### config.mk
export PLATFORM = sky130hd
export DESIGN_NAME = serial_paralelo_flat
export DESIGN_NICKNAME = d
export VERILOG_FILES = /design/src/rtl/serial_paralelo_pkg.sv /design/src/rtl/serial_paralelo_if.sv /design/src/rtl/serial_paralelo_comma_detector.sv /design/src/rtl/serial_paralelo.sv /design/src/flat_wrapper.sv
export SDC_FILE = /design/constraint.sdc
export NUM_CORES = 1
export LEC_CHECK = 0
export CAP_MARGIN = 20
export CELL_PAD_IN_SITES_DETAIL_PLACEMENT = 0
export CELL_PAD_IN_SITES_GLOBAL_PLACEMENT = 1
export CORE_MARGIN = 2
export CORE_UTILIZATION = 25
export DETAILED_ROUTE_END_ITERATION = 8
export PLACE_DENSITY_LB_ADDON = 0.1
export SYNTH_ARGS = -nofsm -noshare
export SYNTH_HDL_FRONTEND = slang
export SYNTH_SLANG_ARGS = --single-unit
### constraint.sdc
create_clock -name clk_32f -period 2.8 [get_ports clk_32f]
set_clock_uncertainty 0.15 [all_clocks]
set_input_delay 0.56 -clock clk_32f [delete_from_list [all_inputs] [get_ports clk_32f]]
set_output_delay 0.56 -clock clk_32f [all_outputs]
set_load 0.005 [all_outputs]
### src/rtl/serial_paralelo_pkg.sv
// Shared constants and state encoding for the serial-to-parallel receiver.
// The serializer uses the same COMMA_SYM so both ends agree on the idle symbol.
package serial_paralelo_pkg;

   localparam int               SYM_W         = 8;
   localparam logic [SYM_W-1:0] COMMA_SYM     = 8'hBC;
   localparam int               COMMA_CNT_DEF = 4;

   typedef enum logic [1:0] {
      SEARCH = 2'd0,
      ALIGN  = 2'd1,
      ACTIVE = 2'd2
   } state_e;

endpackage

### src/rtl/serial_paralelo_if.sv
// Serial link bundle between the bit source and the deserializer.
// master: drives data_in, observes recovered byte/valid/active/strobe.
interface serial_paralelo_if #(
   parameter int WIDTH = 8
);

   logic             data_in;
   logic [WIDTH-1:0] data_out;
   logic             valid_out;
   logic             active;
   logic             byte_strobe;

   modport master (
      output data_in,
      input  data_out,
      input  valid_out,
      input  active,
      input  byte_strobe
   );

   modport slave (
      input  data_in,
      output data_out,
      output valid_out,
      output active,
      output byte_strobe
   );

endinterface

### src/rtl/serial_paralelo_comma_detector.sv
// Bit shift register plus comma compare on the incoming serial stream.
// Ports: clk_32f, reset (async low), bit_in -> sr_next, is_comma.
module serial_paralelo_comma_detector
   import serial_paralelo_pkg::*;
#(
   parameter int               WIDTH = SYM_W,
   parameter logic [WIDTH-1:0] COMMA = WIDTH'(COMMA_SYM)
) (
   input  logic             clk_32f,
   input  logic             reset,
   input  logic             bit_in,
   output logic [WIDTH-1:0] sr_next,
   output logic             is_comma
);

   logic [WIDTH-1:0] sr_q;

   // Compares look at the window including this edge's bit.
   always_comb begin
      sr_next  = {sr_q[WIDTH-2:0], bit_in};
      is_comma = (sr_next == COMMA);
   end

   always_ff @(posedge clk_32f or negedge reset) begin
      if (!reset) begin
         sr_q <= '0;
      end else begin
         sr_q <= sr_next;
      end
   end

endmodule

### src/rtl/serial_paralelo.sv
// Serial-to-parallel receiver: comma hunt, byte lock, payload recovery.
// Ports: clk_32f, reset (async low), bus (slave: data_in in; data_out,
// valid_out, active, byte_strobe out).
module serial_paralelo
   import serial_paralelo_pkg::*;
#(
   parameter int               WIDTH       = SYM_W,
   parameter logic [WIDTH-1:0] COMMA       = WIDTH'(COMMA_SYM),
   parameter int               COMMA_COUNT = COMMA_CNT_DEF
) (
   input  logic             clk_32f,
   input  logic             reset,
   serial_paralelo_if.slave bus
);

   localparam int            BW      = $clog2(WIDTH);
   localparam logic [BW-1:0] LAST    = BW'(WIDTH - 1);
   localparam logic [3:0]    CNT_TGT = 4'(COMMA_COUNT);

   logic [WIDTH-1:0] sr_next;
   logic             is_comma;

   state_e           state_q, state_d;
   logic [BW-1:0]    bit_cnt_q, bit_cnt_d;
   logic [3:0]       comma_cnt_q, comma_cnt_d;
   logic [WIDTH-1:0] data_q, data_d;
   logic             valid_q, valid_d;
   logic             active_q, active_d;
   logic             strobe_q, strobe_d;
   logic             boundary;

   serial_paralelo_comma_detector #(
      .WIDTH (WIDTH),
      .COMMA (COMMA)
   ) u_det (
      .clk_32f  (clk_32f),
      .reset    (reset),
      .bit_in   (bus.data_in),
      .sr_next  (sr_next),
      .is_comma (is_comma)
   );

   assign boundary = (bit_cnt_q == LAST);

   always_comb begin
      state_d     = state_q;
      bit_cnt_d   = boundary ? '0 : bit_cnt_q + 1'b1;
      comma_cnt_d = comma_cnt_q;
      data_d      = data_q;
      valid_d     = valid_q;
      active_d    = active_q;
      strobe_d    = 1'b0;

      unique case (state_q)
         SEARCH: begin
            valid_d  = 1'b0;
            active_d = 1'b0;
            if (is_comma) begin
               bit_cnt_d   = '0;
               comma_cnt_d = 4'd1;
               state_d     = (CNT_TGT == 4'd1) ? ACTIVE : ALIGN;
               active_d    = (CNT_TGT == 4'd1);
            end
         end
         ALIGN: begin
            valid_d = 1'b0;
            if (boundary) begin
               if (is_comma) begin
                  if (comma_cnt_q != CNT_TGT) begin
                     comma_cnt_d = comma_cnt_q + 4'd1;
                  end
                  if (comma_cnt_q + 4'd1 == CNT_TGT) begin
                     state_d  = ACTIVE;
                     active_d = 1'b1;
                  end
               end else begin
                  // A comma at a new offset would have matched here,
                  // but the window just failed, so plain hunt resumes.
                  comma_cnt_d = '0;
                  state_d     = SEARCH;
               end
            end
         end
         ACTIVE: begin
            if (boundary) begin
               strobe_d = 1'b1;
               if (is_comma) begin
                  valid_d = 1'b0;
               end else begin
                  data_d  = sr_next;
                  valid_d = 1'b1;
               end
            end
         end
         default: begin
            state_d     = SEARCH;
            comma_cnt_d = '0;
            valid_d     = 1'b0;
            active_d    = 1'b0;
         end
      endcase
   end

   always_ff @(posedge clk_32f or negedge reset) begin
      if (!reset) begin
         state_q     <= SEARCH;
         bit_cnt_q   <= '0;
         comma_cnt_q <= '0;
         data_q      <= '0;
         valid_q     <= 1'b0;
         active_q    <= 1'b0;
         strobe_q    <= 1'b0;
      end else begin
         state_q     <= state_d;
         bit_cnt_q   <= bit_cnt_d;
         comma_cnt_q <= comma_cnt_d;
         data_q      <= data_d;
         valid_q     <= valid_d;
         active_q    <= active_d;
         strobe_q    <= strobe_d;
      end
   end

   assign bus.data_out    = data_q;
   assign bus.valid_out   = valid_q;
   assign bus.active      = active_q;
   assign bus.byte_strobe = strobe_q;

endmodule

### src/flat_wrapper.sv
// flat-port wrapper written by rule: the top's interface ports become plain ports
module serial_paralelo_flat import serial_paralelo_pkg::*;
#(
   parameter int               WIDTH       = SYM_W,
   parameter logic [WIDTH-1:0] COMMA       = WIDTH'(COMMA_SYM),
   parameter int               COMMA_COUNT = COMMA_CNT_DEF
)
  (clk_32f, reset, bus_data_in, bus_data_out, bus_valid_out, bus_active, bus_byte_strobe);
  serial_paralelo_if #(.WIDTH(WIDTH)) bus_i ();
  input  logic clk_32f;
  input  logic reset;
  input wire logic [$bits(bus_i.data_in)-1:0] bus_data_in;
  output wire logic [$bits(bus_i.data_out)-1:0] bus_data_out;
  output wire logic [$bits(bus_i.valid_out)-1:0] bus_valid_out;
  output wire logic [$bits(bus_i.active)-1:0] bus_active;
  output wire logic [$bits(bus_i.byte_strobe)-1:0] bus_byte_strobe;
  assign bus_i.data_in = bus_data_in;
  assign bus_data_out = bus_i.data_out;
  assign bus_valid_out = bus_i.valid_out;
  assign bus_active = bus_i.active;
  assign bus_byte_strobe = bus_i.byte_strobe;
  serial_paralelo #(.WIDTH(WIDTH), .COMMA(COMMA), .COMMA_COUNT(COMMA_COUNT)) u_core (.clk_32f(clk_32f), .reset(reset), .bus(bus_i));
endmodule
; Word-level counts from Yosys, hierarchy flattened
; Index checks and enable logic that the tools add are counted.
[word_totals]
in_bits = 3
output_inout_bits = 11
reg_bits = 27
[op_classes]
addsub = 2
n_reduce_logical = 5
n_mux = 22
n_bitwise = 2
n_eq_ne = 13
[ops]
columns = op, count
row1 = two-way mux 4 bit, 4
row2 = case mux 4 bit (3 select lines), 1
row3 = AND reduction 4 bit, 3
row4 = inequality test 2 x 1 -> 1 bit (second input constant), 5
row5 = two-way mux 3 bit, 3
row6 = equality test 8 bit (second input constant), 1
row7 = two-way mux 1 bit, 8
row8 = two-way mux 2 bit, 4
row9 = inequality test 3 bit (second input constant), 2
row10 = case mux 2 bit (3 select lines), 1
row11 = adder 4 x 1 -> 4 bit (second input constant), 1
row12 = equality test 4 x 3 -> 1 bit (second input constant), 1
row13 = inequality test 4 x 3 -> 1 bit (second input constant), 1
row14 = adder 3 x 1 -> 3 bit (second input constant), 1
row15 = equality test 3 bit (second input constant), 1
row16 = AND reduction 3 bit, 1
row17 = equality test 2 x 1 -> 1 bit (second input constant), 1
row18 = equality test 2 bit (second input constant), 1
row19 = logical NOT 2 bit, 1
row20 = NOT 1 bit, 2
row21 = case mux 1 bit (2 select lines), 1

; Longest topological paths before layout
; Gate-level depths: netlist of run 1.
[depth]
ltp_word = 6
mapped_depth = 7
depth_no_buf = 6

; By module
; A second synthesis of run 1 with hierarchy kept.
[hier_totals]
cells_unflattened = 97
area_unflattened_um2 = 1275.0
[by_module_without_submodules]
columns = mod, area_each_um2, n_inst, cells_per_inst, seq_area_each_um2
row1 = serial_paralelo, 1067.3, 1, 86, 500.5
row2 = serial_paralelo_comma_detector, 207.7, 1, 11, 175.2

; Worst setup path after synthesis of run 1
; OpenSTA, ideal clock, no wires.
[synth_timing]
path_kind = input-to-reg
startpoint = in bus_data_in
endpoint = reg u_core.data_q[1], in the netlist u_core.bus.data_out[1]
setup_slack_ps = 988
path_buffers = 1
arrival_time_ps = 1535
cell_stages = 5
cell_sequence = nand4bb_4 -> or2_1 -> buf_6 -> nand2_4 -> mux2_1
[synth_between]
elab_chain_len = 3
[synth_lines]
columns = element, line_no
row1 = from (decl), flat_wrapper.sv:12  ; input wire logic [$bits(bus_i.data_in)-1:0] bus_data_in;
row2 = equality test 8 bit, serial_paralelo_comma_detector.sv:21  ; is_comma = (sr_next == COMMA);
row3 = NOT 1 bit (no source line), -
row4 = AND reduction 3 bit (no source line), -
row5 = to (signal assigned), serial_paralelo.sv:117  ; data_q <= data_d;
row6 = to (decl), serial_paralelo.sv:26  ; logic [WIDTH-1:0] data_q, data_d;
; No other way between the ends.
; A chain may end at the register's enable or synchronous reset.

; Final worst setup path of run 1
[layout_timing]
startpoint = in bus_data_in
endpoint = reg u_core.data_q[4], in the netlist u_core.bus.data_out[4]
; The elaborated chain is that of the path after synthesis.

==> results of run 1 <==
-- layout make-up --
type / instances / share of cell area [%]
clock buffer: 3 / 2.79
clock inverter: 1 / 0.338
inverter: 4 / 1.02
multi-input combinational: 60 / 34.7
sequential: 27 / 45.7
tap: 67 / 5.67
timing repair buffer: 15 / 9.81
-- layer usage --
layer / up-vias / part of all wire (%) / global-route usage, %
met5: - / 0 / 0
met4: 0 / 2.2 / 4.24
met3: 4 / 3.2 / 2.47
met2: 14 / 44 / 14.4
met1: 404 / 50 / 15.1
li1: 380 / - / -
-- report_power, final --
part           switching (W)  total [W]  internal [W]
logic              0.0000348  0.0000670     0.0000323
clock network       0.000126   0.000226     0.0000999
registers          0.0000153   0.000430      0.000415
-- cell families (layout without fill, tap and decap cells) --
| kind of cell | count (synthesis) | after routing | share of synthesized area [%] |
|---|---|---|---|
| AO/OA/AOI/OAI | 20 | 20 | 13.0 |
| flip-flops | 27 | 27 | 55.4 |
| multiplexers | 6 | 6 | 5.54 |
| adder cells (fa/ha/maj) | 5 | 5 | 5.13 |
| buffers and inverters | 6 | 23 | 2.56 |
| AND/OR/NAND/NOR | 29 | 29 | 18.4 |
-- metrics by stage --
step | instances | hold WS, ns
after global routing | 177 | 0.285
after floorplan | 93 | 0.114
after CTS | 177 | 0.258
final | 177 | 0.252
after global placement | 173 | 0.236
after detailed placement | 173 | 0.236
-- sequential cells by signal (all words and copies together), names as in the netlist --
name,flops
u_core.bit_cnt_q,3
u_core.bus.active,1
u_core.bus.byte_strobe,1
u_core.bus.data_out,8
u_core.bus.valid_out,1
u_core.comma_cnt_q,4
u_core.state_q,2
u_core.u_det.sr_q,7
-- critical path, stage by stage --
cell and delay, ns:
clkdlybuf4s50_1 0.44, nand4bb_4 0.26, or2_1 0.35, nand2_4 0.16, mux2_1 0.33
-- Yosys cell counts (2+ instances only) --
| cell | count |
|---|---|
| o31ai_1 | 2 |
| ha_1 | 5 |
| nand2b_1 | 2 |
| a21boi_0 | 2 |
| nand3_1 | 2 |
| o22ai_1 | 2 |
| nand2_1 | 5 |
| nor3_1 | 3 |
| a211o_1 | 2 |
| nand3b_1 | 2 |
| inv_1 | 4 |
| o21ai_0 | 2 |
| dfrtp_1 | 27 |
| mux2_1 | 6 |
-- worst min path at each step --
stage                          from                    to  cells after the start
2_1_floorplan                 reset   u_core.bit_cnt_q[0]                      0
3_3_place_gp   u_core.u_det.sr_q[5]  u_core.u_det.sr_q[6]                      0
3_5_place_dp   u_core.u_det.sr_q[0]  u_core.u_det.sr_q[1]                      0
4_1_cts        u_core.u_det.sr_q[0]  u_core.u_det.sr_q[1]                      0
5_1_grt        u_core.u_det.sr_q[5]  u_core.u_det.sr_q[6]                      0
6_report       u_core.u_det.sr_q[0]  u_core.u_det.sr_q[1]                      0
-- layout by cell type, fill, tap and decap left out, types with 2 or more instances in the layout --
cell type,Yosys,final
dfrtp_1,27,27
clkdlybuf4s50_1,0,13
mux2_1,6,6
nand2_1,5,5
ha_1,5,5
inv_1,4,4
nor3_1,3,3
clkbuf_8,0,3
nand2b_1,2,2
a21boi_0,2,2
nand3b_1,2,2
o31ai_1,2,2
o22ai_1,2,2
nand3_1,2,2
a211o_1,2,2
o21ai_0,2,2
buf_4,0,2
==> impl_metrics.toml, run 1 <==
[finish]
final_layout_size_suffix_gt1_share_pct = 11.8
final_util_pct = 31.3
nets = 119
fin_area_um2 = 1480
antenna_cells = 0
syn_to_final_growth_pct = 21.2
multi_input_area_um2 = 513
seqCellArea_um2 = 676
fillCellCount = 481

[global_route]
antenna_found_initial = 0
grt_max_degree = 28
grt_pass1_vias = 831
grt_use_total_pct = 10.3
overflow = 0
grt_pass1_wl_um = 4180

[critical_path]
r2r_slack_ns = 0.77
critPathLaunchType = "primary input"
critPathCaptureType = "register"
rr_startpoint = "u_core.bit_cnt_q[0]"
cp.arrival_ns = 2.10
crit_type = "in2reg"
crit_required_ns = 2.82
worst_r2r_path_depth = 6
critPathLaunch = "bus_data_in"
path_max_fanout = 7
endpoint = "u_core.bus.data_out[4]"
rr_endpoint = "u_core.bus.data_out[4]"

[synthesis]
syn_nets = 101
synth_ff_type = "dfrtp_1"
synth_top_area_share_pct = 55.4
ys_ff_latch = 27
netlist_area_um2 = 1220
synth_top_cell_by_area = "dfrtp_1"
ys_types = 41
synth_area_per_cell_um2 = 13.1
synth_edf_count = 0
syn_inst = 93
seq_area_frac_synth_pct = 55.4
ys_warn_count = 0
ys_async_sr_fraction_pct = 100
synth_area_leaders = "dfrtp_1 55%, mux2_1 5.5%, ha_1 5.1%, nand4bb_4 2.3%, nand4b_4 1.9%"

[clock_network]
post-cts-setup-buffers = 0
clkTransAtPathRegs_ns = 0.09
numCtsBuffers = 3
clock_latency_ns = 0.27
clk_path_buf_depth = 2
hold_buffers = 0
root_buffer = "clkbuf_8"
cts_resized = 0
clkSinkCount = 27
h-tree-depth = 1
cts_tree = "built"

[sta]
worst_slew_pin_slew_ns = 0.419
hold_violations = 0
slew_viol_final = 0
rsz0062_at_grt = "no"
totalNegativeSetupSlack_ns = 0
setup_ws_ns = 0.715
fin_crit_ns = 2.09
fmax_ghz = 0.480
setup_viol = 0
min_period_over_period_pct = 74.5
slew_headroom_pct = 71.9

[route]
ant_nets = 0
vias = 802
wire_per_inst_um = 13.2
avgViaCountPerCell = 4.53
dr.pass1.iters = 4
route.detailed.drc = 0
routed_wirelength_um = 2340
drt_iter0_markers = 31

[floorplanning]
die_h_um = 73.9
start_util_pct = 25.8
io_pins = 14
dieArea_um2 = 5450
coreArea_um2 = 4720
rows = 25
die_w_um = 73.9

[placement]
port_buffers = 13
place_congestion = 0.671
pre_cts_ws_ns = 0.406
placed_cell_area_um2 = 1430
hpwlAfterDp_um = 1700

[power]
p_total_w = 0.000723
p_leak_nw = 0.666
power.density_nw_per_um2 = 489
ir_drop_uv = 157

[run]
cap_violations = 0

[run_status]
outcome = "completed"

[min_path]
hold_class = "reg2reg"
Note: power is estimated with default switching activity, not from simulation.
==> run 2, diff against run 1 <==
- clock period: 2.8 -> 2 ns (I/O delays scaled with it)
==> impl_metrics.toml, run 2 (same netlist as run 1, synthesis figures left out) <==
[clock_network]
root_buffer = "clkbuf_8"
clk_path_buf_depth = 2
clkTransAtPathRegs_ns = 0.09
hold_buffers = 0
clkSinkCount = 27
post-cts-setup-buffers = 0
cts_resized = 0
clock_latency_ns = 0.27
numCtsBuffers = 3
h-tree-depth = 1
cts_tree = "built"

[critical_path]
crit_type = "in2reg"
critPathSlowestCell = "clkdlybuf4s50_1"
cpPeakStageDelay_ns = 0.42
critPathLaunchType = "primary input"
path_max_fanout = 5
crit_required_ns = 2.06
critPathCaptureType = "register"
cp.arrival_ns = 1.90
worstPathCellList = "clkdlybuf4s50_1 > nand4bb_4 > or2_1 > buf_4 > nor4_2 > a211o_1"
r2r_slack_ns = 0.22

[finish]
final_common_cell = "dfrtp_1"
final_util_pct = 32.6
fillCellCount = 488
mostFrequentLayoutCells = "27 x dfrtp_1, 13 x clkdlybuf4s50_1, 10 x buf_4"
final_layout_size_suffix_gt1_share_pct = 16.9
largest_register_ffs = 8
antenna_cells = 0
fin_area_um2 = 1540
syn_to_final_growth_pct = 26.1
nets = 127

[power]
power.density_nw_per_um2 = 656
p_leak_nw = 0.701
ir_drop_uv = 287
p_total_w = 0.00101

[floorplanning]
dieArea_um2 = 5450
coreArea_um2 = 4720
rows = 25
start_util_pct = 25.8
io_pins = 14
die_w_um = 73.9
die_h_um = 73.9

[sta]
worst_slew_pin_slew_ns = 0.361
fmax_ghz = 0.545
slew_viol_final = 0
totalNegativeSetupSlack_ns = 0
hold_violations = 0
fin_crit_ns = 1.83
slew_headroom_pct = 75.9
rsz0062_at_grt = "no"
holdWs_ns = 0.258
min_period_over_period_pct = 91.7
setup_viol = 0

[route]
vias = 812
route.detailed.drc = 0
routed_wirelength_um = 2440
ant_nets = 0
dr.pass1.iters = 4
drt_iter0_markers = 33
avgViaCountPerCell = 4.39
wire_per_inst_um = 13.2

[global_route]
antenna_found_initial = 0
grt_pass1_wl_um = 4370
overflow = 0
grt_max_degree = 28
grt_use_total_pct = 10.6
grt_pass1_vias = 878

[placement]
placed_cell_area_um2 = 1490
hpwlAfterDp_um = 1780
port_buffers = 13
place_congestion = 0.707

[min_path]
hold_class = "reg2reg"

[run_status]
outcome = "completed"

[run]
cap_violations = 0
## run 2: cell count changes in the layout (fill, tap and decap cells not counted)
cell / before / now
clkinv_2: 1 / 0
clkbuf_1: 0 / 1
buf_4: 2 / 10
## run 2: layout make-up
cell class | instances | area [um^2] | area share [%]
tap | 67 | 83.8 | 5.45
clock buffer | 4 | 45.0 | 2.93
timing repair buffer | 23 | 205 | 13.3
sequential | 27 | 676 | 43.9
multi-input combinational | 60 | 513 | 33.4
inverter | 4 | 15.0 | 0.976
## run 2: per-stage QoR
| stage | setup slack, ns | std cells |
|---|---|---|
| finish | 0.167 | 185 |
| CTS | 0.158 | 185 |
| global placement | -0.0925 | 181 |
| global route | 0.0616 | 185 |
| floorplan | 0.241 | 93 |
| detailed placement | -0.119 | 181 |
## run 2: report_power, final
group / internal, W / switching [W] / total (W)
registers: 0.000581 / 0.0000223 / 0.000603
clock network: 0.000143 / 0.000164 / 0.000306
logic: 0.0000508 / 0.0000491 / 0.0000999
## run 2: per-layer routing
metal  GRT usage [%]  vias up  wire, um
li1                -      392         -
met3            2.47        4        69
met5               0        -         0
met1            15.0      402      1210
met4            3.64        0        39
met2            15.9       14      1110
## run 2: worst paths after layout
| check | from | cells after the start | endpoint |
|---|---|---|---|
| min in group asynchronous | reset | 2 | u_core.comma_cnt_q[0] |
| setup / recovery | bus_data_in | 6 | u_core.comma_cnt_q[1] |
| hold / removal | u_core.u_det.sr_q[0] | 0 | u_core.u_det.sr_q[1] |
| max in group asynchronous | reset | 2 | u_core.bus.data_out[1] |
| setup reg to reg | u_core.comma_cnt_q[0] | 5 | u_core.state_q[0] |
| hold reg to reg | u_core.u_det.sr_q[0] | 0 | u_core.u_det.sr_q[1] |
## run 2: worst max-delay path, delay by kind of cell
| family | cells | cell delay (ns) |
|---|---|---|
| AND/OR/NAND/NOR | 3 | 0.77 |
| buffers and inverters | 2 | 0.59 |
| AO/OA/AOI/OAI | 1 | 0.12 |
